$ cat config.mk
export PLATFORM = sky130hd
export DESIGN_NAME = ram_dp_be
export DESIGN_NICKNAME = d
export VERILOG_FILES = /design/src/rtl/ram_dp_be.sv
export SDC_FILE = /design/constraint.sdc
export NUM_CORES = 1
export LEC_CHECK = 0
export CORE_UTILIZATION = 40
export DETAILED_ROUTE_END_ITERATION = 10
export SLEW_MARGIN = 20
export SYNTH_ARGS = -nofsm -noshare
export SYNTH_HDL_FRONTEND = slang
export SYNTH_SLANG_ARGS = --single-unit
$ cat constraint.sdc
create_clock -name clk -period 2.8 [get_ports clk]
set_input_delay 0.7 -clock clk [delete_from_list [all_inputs] [get_ports clk]]
set_output_delay 0.7 -clock clk [all_outputs]
set_load 0.02 [all_outputs]
$ cat src/rtl/ram_dp_be.sv
// Simple-dual-port RAM with per-byte write enables, 1- or 2-cycle read latency,
// write-first forwarding and a self-clear after reset. Define RAM_PARITY_EN for per-byte parity.
module ram_dp_be #(
  parameter int ADDR_WIDTH = 4,
  parameter int DATA_WIDTH = 32,
  parameter int RD_LATENCY = 1
) (
  input  logic                    clk,
  input  logic                    rstn,
  input  logic                    wr_en,
  input  logic [ADDR_WIDTH-1:0]   wr_addr,
  input  logic [DATA_WIDTH-1:0]   wr_data,
  input  logic [DATA_WIDTH/8-1:0] wr_be,
  input  logic                    rd_en,
  input  logic [ADDR_WIDTH-1:0]   rd_addr,
  output logic [DATA_WIDTH-1:0]   rd_data,
  output logic                    rd_valid,
`ifdef RAM_PARITY_EN
  output logic [DATA_WIDTH/8-1:0] parity_err,
`endif
  output logic                    init_done
);

  localparam int DEPTH  = 2**ADDR_WIDTH;
  localparam int NBYTES = DATA_WIDTH/8;

  generate
    if (RD_LATENCY != 1 && RD_LATENCY != 2) begin : g_bad_latency
      $error("ram_dp_be: RD_LATENCY must be 1 or 2");
    end
    if (DATA_WIDTH % 8 != 0) begin : g_bad_width
      $error("ram_dp_be: DATA_WIDTH must be a multiple of 8");
    end
  endgenerate

  typedef enum logic {S_INIT, S_READY} state_t;

  state_t                r_state;
  logic [ADDR_WIDTH-1:0] r_cnt;
  logic                  r_init_done;
  logic [DATA_WIDTH-1:0] r_mem [DEPTH];

  logic                  w_wr_acc;
  logic                  w_rd_acc;
  logic                  w_mem_we;
  logic [ADDR_WIDTH-1:0] w_mem_waddr;
  logic [DATA_WIDTH-1:0] w_mem_wdata;
  logic [NBYTES-1:0]     w_mem_wbe;
  logic [DATA_WIDTH-1:0] w_rd_word;
  logic [NBYTES-1:0]     w_fwd;

  assign w_wr_acc  = (r_state == S_READY) && wr_en;
  assign w_rd_acc  = (r_state == S_READY) && rd_en;
  assign init_done = r_init_done;

  always_ff @(posedge clk or negedge rstn) begin
    if (!rstn) begin
      r_state     <= S_INIT;
      r_cnt       <= '0;
      r_init_done <= 1'b0;
    end else begin
      case (r_state)
        S_INIT: begin
          r_cnt <= r_cnt + 1'b1;
          if (r_cnt == '1) begin
            r_state     <= S_READY;
            r_init_done <= 1'b1;
          end
        end
        default: ;
      endcase
    end
  end

  // The clear sequence owns the write port until the array is fully zeroed.
  always_comb begin
    w_mem_we    = w_wr_acc;
    w_mem_waddr = wr_addr;
    w_mem_wdata = wr_data;
    w_mem_wbe   = wr_be;
    if (r_state == S_INIT) begin
      w_mem_we    = 1'b1;
      w_mem_waddr = r_cnt;
      w_mem_wdata = '0;
      w_mem_wbe   = '1;
    end
  end

  always_ff @(posedge clk) begin
    if (w_mem_we) begin
      for (int i = 0; i < NBYTES; i++) begin
        if (w_mem_wbe[i]) r_mem[w_mem_waddr][8*i +: 8] <= w_mem_wdata[8*i +: 8];
      end
    end
  end

  always_comb begin
    w_rd_word = r_mem[rd_addr];
    w_fwd     = '0;
    for (int i = 0; i < NBYTES; i++) begin
      if (w_wr_acc && (wr_addr == rd_addr) && wr_be[i]) begin
        w_fwd[i]              = 1'b1;
        w_rd_word[8*i +: 8]   = wr_data[8*i +: 8];
      end
    end
  end

`ifdef RAM_PARITY_EN
  function automatic logic f_even_par(input logic [7:0] b);
    return ^b;
  endfunction

  logic [NBYTES-1:0] r_par [DEPTH];
  logic [NBYTES-1:0] w_perr;
  logic [NBYTES-1:0] r_perr_p0;

  always_ff @(posedge clk) begin
    if (w_mem_we) begin
      for (int i = 0; i < NBYTES; i++) begin
        if (w_mem_wbe[i]) r_par[w_mem_waddr][i] <= f_even_par(w_mem_wdata[8*i +: 8]);
      end
    end
  end

  always_comb begin
    w_perr = '0;
    for (int i = 0; i < NBYTES; i++) begin
      w_perr[i] = !w_fwd[i] && (f_even_par(r_mem[rd_addr][8*i +: 8]) != r_par[rd_addr][i]);
    end
  end
`endif

  // Stage p0: array read with write-first merge
  logic                  r_vld_p0;
  logic [DATA_WIDTH-1:0] r_rd_data_p0;

  always_ff @(posedge clk or negedge rstn) begin
    if (!rstn) begin
      r_vld_p0     <= 1'b0;
      r_rd_data_p0 <= '0;
`ifdef RAM_PARITY_EN
      r_perr_p0    <= '0;
`endif
    end else begin
      r_vld_p0 <= w_rd_acc;
      if (w_rd_acc) r_rd_data_p0 <= w_rd_word;
`ifdef RAM_PARITY_EN
      r_perr_p0 <= w_rd_acc ? w_perr : '0;
`endif
    end
  end

  generate
    if (RD_LATENCY == 2) begin : g_lat2
      // Stage p1: plain output register
      logic                  r_vld_p1;
      logic [DATA_WIDTH-1:0] r_rd_data_p1;
`ifdef RAM_PARITY_EN
      logic [NBYTES-1:0]     r_perr_p1;
`endif
      always_ff @(posedge clk or negedge rstn) begin
        if (!rstn) begin
          r_vld_p1     <= 1'b0;
          r_rd_data_p1 <= '0;
`ifdef RAM_PARITY_EN
          r_perr_p1    <= '0;
`endif
        end else begin
          r_vld_p1 <= r_vld_p0;
          if (r_vld_p0) r_rd_data_p1 <= r_rd_data_p0;
`ifdef RAM_PARITY_EN
          r_perr_p1 <= r_perr_p0;
`endif
        end
      end
      assign rd_valid   = r_vld_p1;
      assign rd_data    = r_rd_data_p1;
`ifdef RAM_PARITY_EN
      assign parity_err = r_perr_p1;
`endif
    end else begin : g_lat1
      assign rd_valid   = r_vld_p0;
      assign rd_data    = r_rd_data_p0;
`ifdef RAM_PARITY_EN
      assign parity_err = r_perr_p0;
`endif
    end
  endgenerate

endmodule

# After elaboration in Yosys (flattened, before gate mapping)
# Memory sizes are Yosys's and may differ from the RTL's. A register that Yosys moved wholly into a read port is not among the register bits.
# Index checks and enable logic that the tools add are counted.
[totals] ram_bits=512 n_memories=1 word_cells=30 reg_bits=7
[memory_table] memory="r_mem" depth=16 word_bits=32 read_ports=1 rd_clocked_by_memory_dff=1 write_ports=1 line="41" rtl="logic [DATA_WIDTH-1:0] r_mem [DEPTH];"
[classes] n_eq_ne=1 addsub=1 bitwise_logic=1 muxes=18 reduce_logical=4
[op_table] cell="32-bit 2-to-1 mux" count=1
[op_table] cell="1-bit 2-to-1 mux" count=15
[op_table] cell="4-bit 2-to-1 mux" count=2
[op_table] cell="4-bit by 1-bit adder with 4-bit output, second input constant" count=1
[op_table] cell="4-bit equality test, second input constant" count=1
[op_table] cell="1-bit logical AND" count=2
[op_table] cell="2-bit AND reduction" count=1
[op_table] cell="1-bit logical NOT" count=1
[op_table] cell="1-bit inverter" count=1

# Depth between registers and ports, before layout
# Gate-level depths: netlist (run 1).
[depth] ltp_word=4 mapped_depth=8 mapped_depth_nobuf=5

# Worst setup path after synthesis (run 1)
# No wires, ideal clock.
[synth_timing] path_kind="reg-to-reg" start="register r_state" end="memory r_mem[13][10] (enable)" arrival_time_ns=1.797 required_time_ns=2.430 setup_time_ns=0.370 slack_ns=0.633 stages_incl_launch_ff=7 synth_period_minus_slack_ns=2.167 path_cell_list="dfrtp_1 buf_6 buf_4 buf_2 o32ai_1 nand2_1 nor2_1"
[synth_via] elab_chain_len=4 word_cells_on_any_way=7 cone_classes="6 x mux; 1 x reduce/logical"
[synth_lines] item="start, declared" line="38" rtl="state_t r_state;"
[synth_lines] item="start signal, assigned" line="58" rtl="r_state <= S_INIT;"
[synth_lines] item="start signal, assigned" line="66" rtl="r_state <= S_READY;"
[synth_lines] item="4-bit 2-to-1 mux or 1-bit logical AND (tied branches)" line="81, 52"
[synth_lines] item="1-bit 2-to-1 mux (on tied branches)" line="92, 81"
[synth_lines] item="1-bit 2-to-1 mux" line="90" rtl="if (w_mem_we) begin"
[synth_lines] item="1-bit 2-to-1 mux (implied by the code)" line="92" rtl="if (w_mem_wbe[i]) r_mem[w_mem_waddr][8*i +: 8] <= w_mem_wdata[8*i +: 8];"
[synth_lines] item="end, declared" line="41"
# Several ways; a longest one is shown, not always the timed one.

# Worst setup path after layout (run 1)
[layout_timing] start="register r_state" end="memory r_mem[4][5] (enable)"
# Same word-level chain as after synthesis.

==> results of run 1 <==
==> layout by cell type, fill, tap and decap left out, types with 15 or more instances in the layout <==
master,count
o22ai_1,35
buf_4,92
nor2_1,66
clkbuf_16,57
mux4_2,128
a31oi_1,32
a22oi_1,64
edfxtp_1,512
dfrtp_1,38
nand2_1,30
and2_1,37
clkinv_1,15
clkdlybuf4s50_1,78
==> layout make-up <==
class / instances / area, µm² / area share
multi-input combinational: 433 / 4800 / 0.188
timing repair buffer: 187 / 1770 / 0.0694
tap: 688 / 861 / 0.0337
sequential: 551 / 16400 / 0.640
clock inverter: 31 / 263 / 0.0103
clock buffer: 71 / 1480 / 0.0579
inverter: 4 / 15.0 / 0.000588
==> synthesized netlist by cell type <==
cell and n:
buf_6 1, nor3_2 1, nor2b_1 2, a22oi_1 64, xor2_2 2, nor2_1 67
nand4_2 4, dfrtp_1 39, clkbuf_4 1, a21oi_4 4, nand2_1 30, xor2_1 4
and2_1 37, a31oi_1 32, mux4_2 128, buf_1 4, clkbuf_2 1, mux2i_1 2
clkbuf_1 29, nand2_4 1, o32ai_1 3, edfxtp_1 512, o21bai_1 1, o21ai_0 2
mux2i_2 2, xnor2_1 3, nand2b_1 4, buf_2 17, inv_1 4, ha_1 1
mux2_2 1, a31o_2 1, buf_4 10, or2_2 1, and4_4 1, o22ai_1 35
==> stage by stage <==
step / power [mW] / hold WS (ns) / setup TNS [ns] / instance area [µm²] / util
6_report: 17.4 / 0.425 / 0 / 25500 / 0.484
5_1_grt: 18.0 / 0.420 / 0 / 25500 / 0.484
4_1_cts: 17.6 / 0.395 / 0 / 25500 / 0.484
3_5_place_dp: 10.5 / 0.500 / -9.95 / 23800 / 0.451
3_3_place_gp: 10.5 / 0.496 / -0.471 / 23800 / 0.451
2_1_floorplan: 9.91 / 0.404 / 0 / 21500 / -
==> layer usage <==
layer  share of wire  vias to the layer above  track usage
li1                -                     4728            -
met1            0.42                     5787        0.265
met2            0.49                      372        0.310
met3           0.064                       91       0.0376
met4           0.029                        0       0.0649
met5               0                        -            0
==> path summary, 6_finish.rpt <==
kind,cells past startpoint,end
hold / removal,2,rd_data[25]
max in group asynchronous,3,r_state
hold reg to reg,1,r_cnt[0]
min in group clk,1,r_cnt[0]
setup reg to reg,5,r_mem[4][5]
setup / recovery,5,r_mem[4][5]
==> where the power goes <==
part	internal [mW]	switching (mW)	leakage (nW)
combinational	0.494	0.662	2.35
clock	4.16	3.01	0.858
sequential	9.08	0.0437	5.06
total	13.7	3.71	8.27
==> registers in the layout, summed over array words and instances (netlist names) <==
register,cells
rd_valid,1
r_mem,512
rd_data,32
init_done,1
r_state,1
r_cnt,4
==> cells by family after synthesis <==
family	Yosys count
adders and majority gates	1
muxes	133
xor gates and xnor gates	9
buffers and inverters	67
and+or+nand+nor	148
AOI/OAI and AO/OA	142
DFF	551
==> repair_timing <==
action                    4_1_cts  5_1_grt
hold endpoints to repair        1        0
hold buffers                    1        0
resized for setup               0        0
==> impl_results.md, run 1 <==
- Worst Path Buf+Inv: 2
- DPL Wire Length: 33.0 mm
- Final setup margin: 0.309 ns
- Largest family of logic cells by synthesized area: multiplexers
- Setup Fix Bufs, Post-CTS: 0
- First-pass GRT wire length: 75.6 mm
- Sequential-to-total area share from yosys stat: 0.762
- Synthesized cell area: 21,500 µm²
- Tcrit/Tclk final: 0.890
- CP required: 3.09 ns
- Root buffer cell: clkbuf_16
- R2R setup slack: 0.31 ns
- Total global routing overflow: 0
- Tmin final: 2.49 ns
- Detailed Route Iter0 Violations: 949
- Clock Skews: 0.0204 ns
- RePlAce Congestion: 0.803
- Drt via density: 5.59
- ANT nets after route: 0
- CTS sink count: 551
- NumNets Final: 1,280
- Xor/xnor cell area share of the yosys netlist: 0.00437
- Area leader, netlist: edfxtp_1
- Delay of the slowest cell on the worst path: 0.65 ns
- Vias in the first global route: 11,500
- Slew Limit Headroom: 0.412
- Starting Density: 0.407
- Synth Area in Adders: 0.000583
- Std-Cell Rows: 84
- Skew-Pair Late Insertion Delay: 0.61 ns
- HP Class: input pin to asynchronous set/reset pin
- Final Hold Viols: 0
- CP startpoint: r_state
- Maximum level of the CTS H-tree: 2
- FMAX: 401 MHz
- Dpl cells: 1,862
- Drt wl/cell: 26.1 µm
- DR DRC count: 4
- Crit Path Class: flip-flop to flip-flop
- Inserted Clock Buffers: 54
- Routed wire length: 51.3 mm
- Slowest CP cell: o32ai_1
- Setup Viol. Count Final: 0
- Net Count, Synth: 1,100
- Worst Max-Slew Pin Slew: 0.879 ns
- Mux cell area share after synthesis: 0.137
- Antenna cells: 0
- Synth area leaders: edfxtp_1 72%, mux4_2 13%, dfrtp_1 4.5%
- CTS tree: yes
- Netlist cell types: 36
- Total track usage: 0.193
- Max VDD drop: 0.432 mV
- Mean Syn Cell Area: 20.4 µm²
- LEAKAGE: 8.27 nW
- Layout fillers: 4,329
- CP startpoint kind: flip-flop
- RSZ-0062 raised after global routing: false
- Drt pass-1 iters: 10
- Die boundary width: 234 µm
- Final Non-Filler Cells: 1,965
- Max Cap Viol: 0
- Worst reg2reg path startpoint: r_state
- CP most frequent cell: buf_4
- Synth Area in Compound Gates: 0.0474
- Die area: 54,600 µm²
- Synth-to-layout area growth: 19.0%
- # IOs: 82
- Largest fanout on the critical path: 16
- Top-area cell type share of the netlist area: 0.716
- Violated checks: design-rule violations
- I/O Buffers: 81
- Layout cells sized above 1: 0.260
- Clk buf depth: 3
- Core area: 52,800 µm²
- Setup WS pre-CTS: -0.108 ns
- Power Density: 683 nW/µm²
- Largest net degree at the start of global routing: 37
- Crit-path leading delay family: compound AO/OA/AOI/OAI gates
- CTS clk-pin slew, worst paths: 0.06 ns
- Antenna violations before repair: 0
- Synthesized flop and latch total: 551
- Max-slew violations: 0
- Yosys warns: 0
- CP arrival: 2.78 ns
- Setup crit end kind: flip-flop
- Die height: 234 µm
- Post-Synth Simple-Gate Area: 0.0336
- Vias: 11,000
- CP Cell Sequence: buf_4 -> o32ai_1 -> nand2_1 -> nor2_1 -> buf_4
- Status: finished with violations
- Post-Syn Instances: 1,051
Power figures use the tool's default switching activity.
==> run 2, diff against run 1 <==
Settings changed: CTS_BUF_LIST set to sky130_fd_sc_hd__clkbuf_16.
==> run 2 against run 1 <==
The flow still finishes with violations (design-rule violations). Sequential share of layout area did not move. Die area unchanged. Largest cell class unchanged. Clock power fell by 0.6%. Cell area unchanged. Critical endpoint unchanged. Largest power group unchanged. Cell count stayed put. Core utilization unchanged.
==> impl_results.md, run 2 (synthesis gave the netlist of run 1 again) <==
- Status: finished with violations
- Violated checks: design-rule violations
- Worst reg2reg path startpoint: r_state
- Net Sw Power: 3.71 mW
- Total global routing overflow: 0
- Gate power share: 0.066
- Clock share of power: 0.409
- Vias: 11,000
- Crit Path Class: flip-flop to flip-flop
- Skew-Pair Late Insertion Delay: 0.60 ns
- Root buffer cell: clkbuf_16
- Slowest CP cell: o32ai_1
- Slew Limit Headroom: 0.412
- Delay of the slowest cell on the worst path: 0.65 ns
- HP Class: input pin to asynchronous set/reset pin
- CP required: 3.09 ns
- Antenna violations before repair: 0
- Sw Ratio: 0.213
- Setup WS pre-CTS: -0.108 ns
- Setup crit end kind: flip-flop
- Max VDD drop: 0.433 mV
- Final Hold Viols: 0
- Worst reg2reg endpoint: r_mem[4][5]
- NumNets Final: 1,280
- CTS clk-pin slew, worst paths: 0.06 ns
- Maximum level of the CTS H-tree: 2
- Inserted Clock Buffers: 54
- ANT nets after route: 0
- RePlAce Congestion: 0.803
- # resized after CTS: 0
- Final setup margin: 0.314 ns
- Power Density: 681 nW/µm²
- Layout cells sized above 1: 0.260
- Tmin final: 2.49 ns
- Commonest non-fill, non-tap cell in the layout: edfxtp_1
- CTS sink count: 551
- First-pass GRT wire length: 75.6 mm
- Clock Skews: 0.0185 ns
- Synth-to-layout area growth: 19.0%
- Final hold slack: 0.425 ns
- Worst Max-Slew Pin Slew: 0.879 ns
- Die area: 54,600 µm²
- DP Area: 23,800 µm²
- Largest fanout on the critical path: 16
- CTS tree: yes
- CP most frequent cell: buf_4
- Die boundary width: 234 µm
- Routed wire length: 51.3 mm
- Vias in the first global route: 11,500
- R2R cell count: 5
- Largest net degree at the start of global routing: 37
- R2R setup slack: 0.31 ns
- Detailed Route Iter0 Violations: 956
- Drt via density: 5.59
- Most frequent cells in the layout: 512 x edfxtp_1, 128 x mux4_2, 92 x buf_4, 78 x clkdlybuf4s50_1, 66 x nor2_1
- CP Cell Sequence: buf_4 -> o32ai_1 -> nand2_1 -> nor2_1 -> buf_4
- # IOs: 82
- DPL Wire Length: 33.0 mm
- Core area: 52,800 µm²
- Layout fillers: 4,329
- Total track usage: 0.193
- Max Cap Viol: 0
- Tcrit/Tclk final: 0.888
- Post-route setup TNS: 0 ns
- CP arrival: 2.78 ns
- Part of the power in registers: 0.525
- FMAX: 402 MHz
- LEAKAGE: 8.32 nW
- Die height: 234 µm
- Std-Cell Rows: 84
- Max-slew violations: 0
- Drt pass-1 iters: 10
- RSZ-0062 raised after global routing: false
- Setup Viol. Count Final: 0
- Pint: 13.7 mW
- Clk buf depth: 3
- Largest register FFs: 512
- CP startpoint kind: flip-flop
- DR DRC count: 4
- Post-layout instance area: 25,500 µm²
- Starting Density: 0.407
- I/O Buffers: 81
- Drt wl/cell: 26.1 µm
- Register bank with the most flops: r_mem
- Crit-path leading delay family: compound AO/OA/AOI/OAI gates
- Worst Path Buf+Inv: 2
- Antenna cells: 0
-- run 2: cell types whose count changed in the layout (fill, tap and decap cells not counted) --
cell | before | now
inv_1 | 3 | 17
clkbuf_1 | 14 | 0
-- run 2: repair_timing --
item	CTS	global route
setup endpoints to repair	0	0
hold buffers	1	0
setup buffers	0	0
endpoints found under the hold margin	1	0
-- run 2: metal layers --
metal | track usage | wire (µm)
met5 | 0 | 0
met2 | 0.310 | 24900
met1 | 0.265 | 21800
met4 | 0.0649 | 1500
met3 | 0.0376 | 3060
-- run 2: cell type report --
class	count	area [µm²]	area share
Clock inverter	45	315	0.0123
Clock buffer	57	1430	0.0558
Tap cell	688	861	0.0337
Inverter	4	15.0	0.000588
Timing Repair Buffer	187	1770	0.0694
Sequential cell	551	16400	0.640
Multi-Input combinational cell	433	4800	0.188
-- run 2: stage by stage --
step,utilization,instances,total power [mW]
2_1_floorplan,-,1051,9.91
3_3_place_gp,0.451,1862,10.5
3_5_place_dp,0.451,1862,10.5
4_1_cts,0.484,1965,17.5
5_1_grt,0.484,1965,17.9
6_report,0.484,1965,17.4
-- run 2: power by group through the flow --
stage	Combinational (mW)	Clock (mW)	Sequential, mW
2_1_floorplan	0.552	0	9.36
3_3_place_gp	1.15	0	9.30
4_1_cts	1.17	7.25	9.13
6_report	1.16	7.12	9.13
5_1_grt	1.23	7.56	9.13
3_5_place_dp	1.17	0	9.30
-- run 2: worst max path at each step --
stage | startpoint | endpoint | slack, ns | cells after the start
3_3_place_gp | wr_addr[2] | r_mem[10][15] | -0.02 | 7
2_1_floorplan | r_state | r_mem[13][10] | 0.63 | 6
3_5_place_dp | wr_addr[1] | r_mem[6][11] | -0.11 | 6
4_1_cts | r_state | r_mem[0][15] | 0.38 | 5
6_report | r_state | r_mem[4][5] | 0.31 | 5
5_1_grt | r_state | r_mem[0][11] | 0.23 | 5
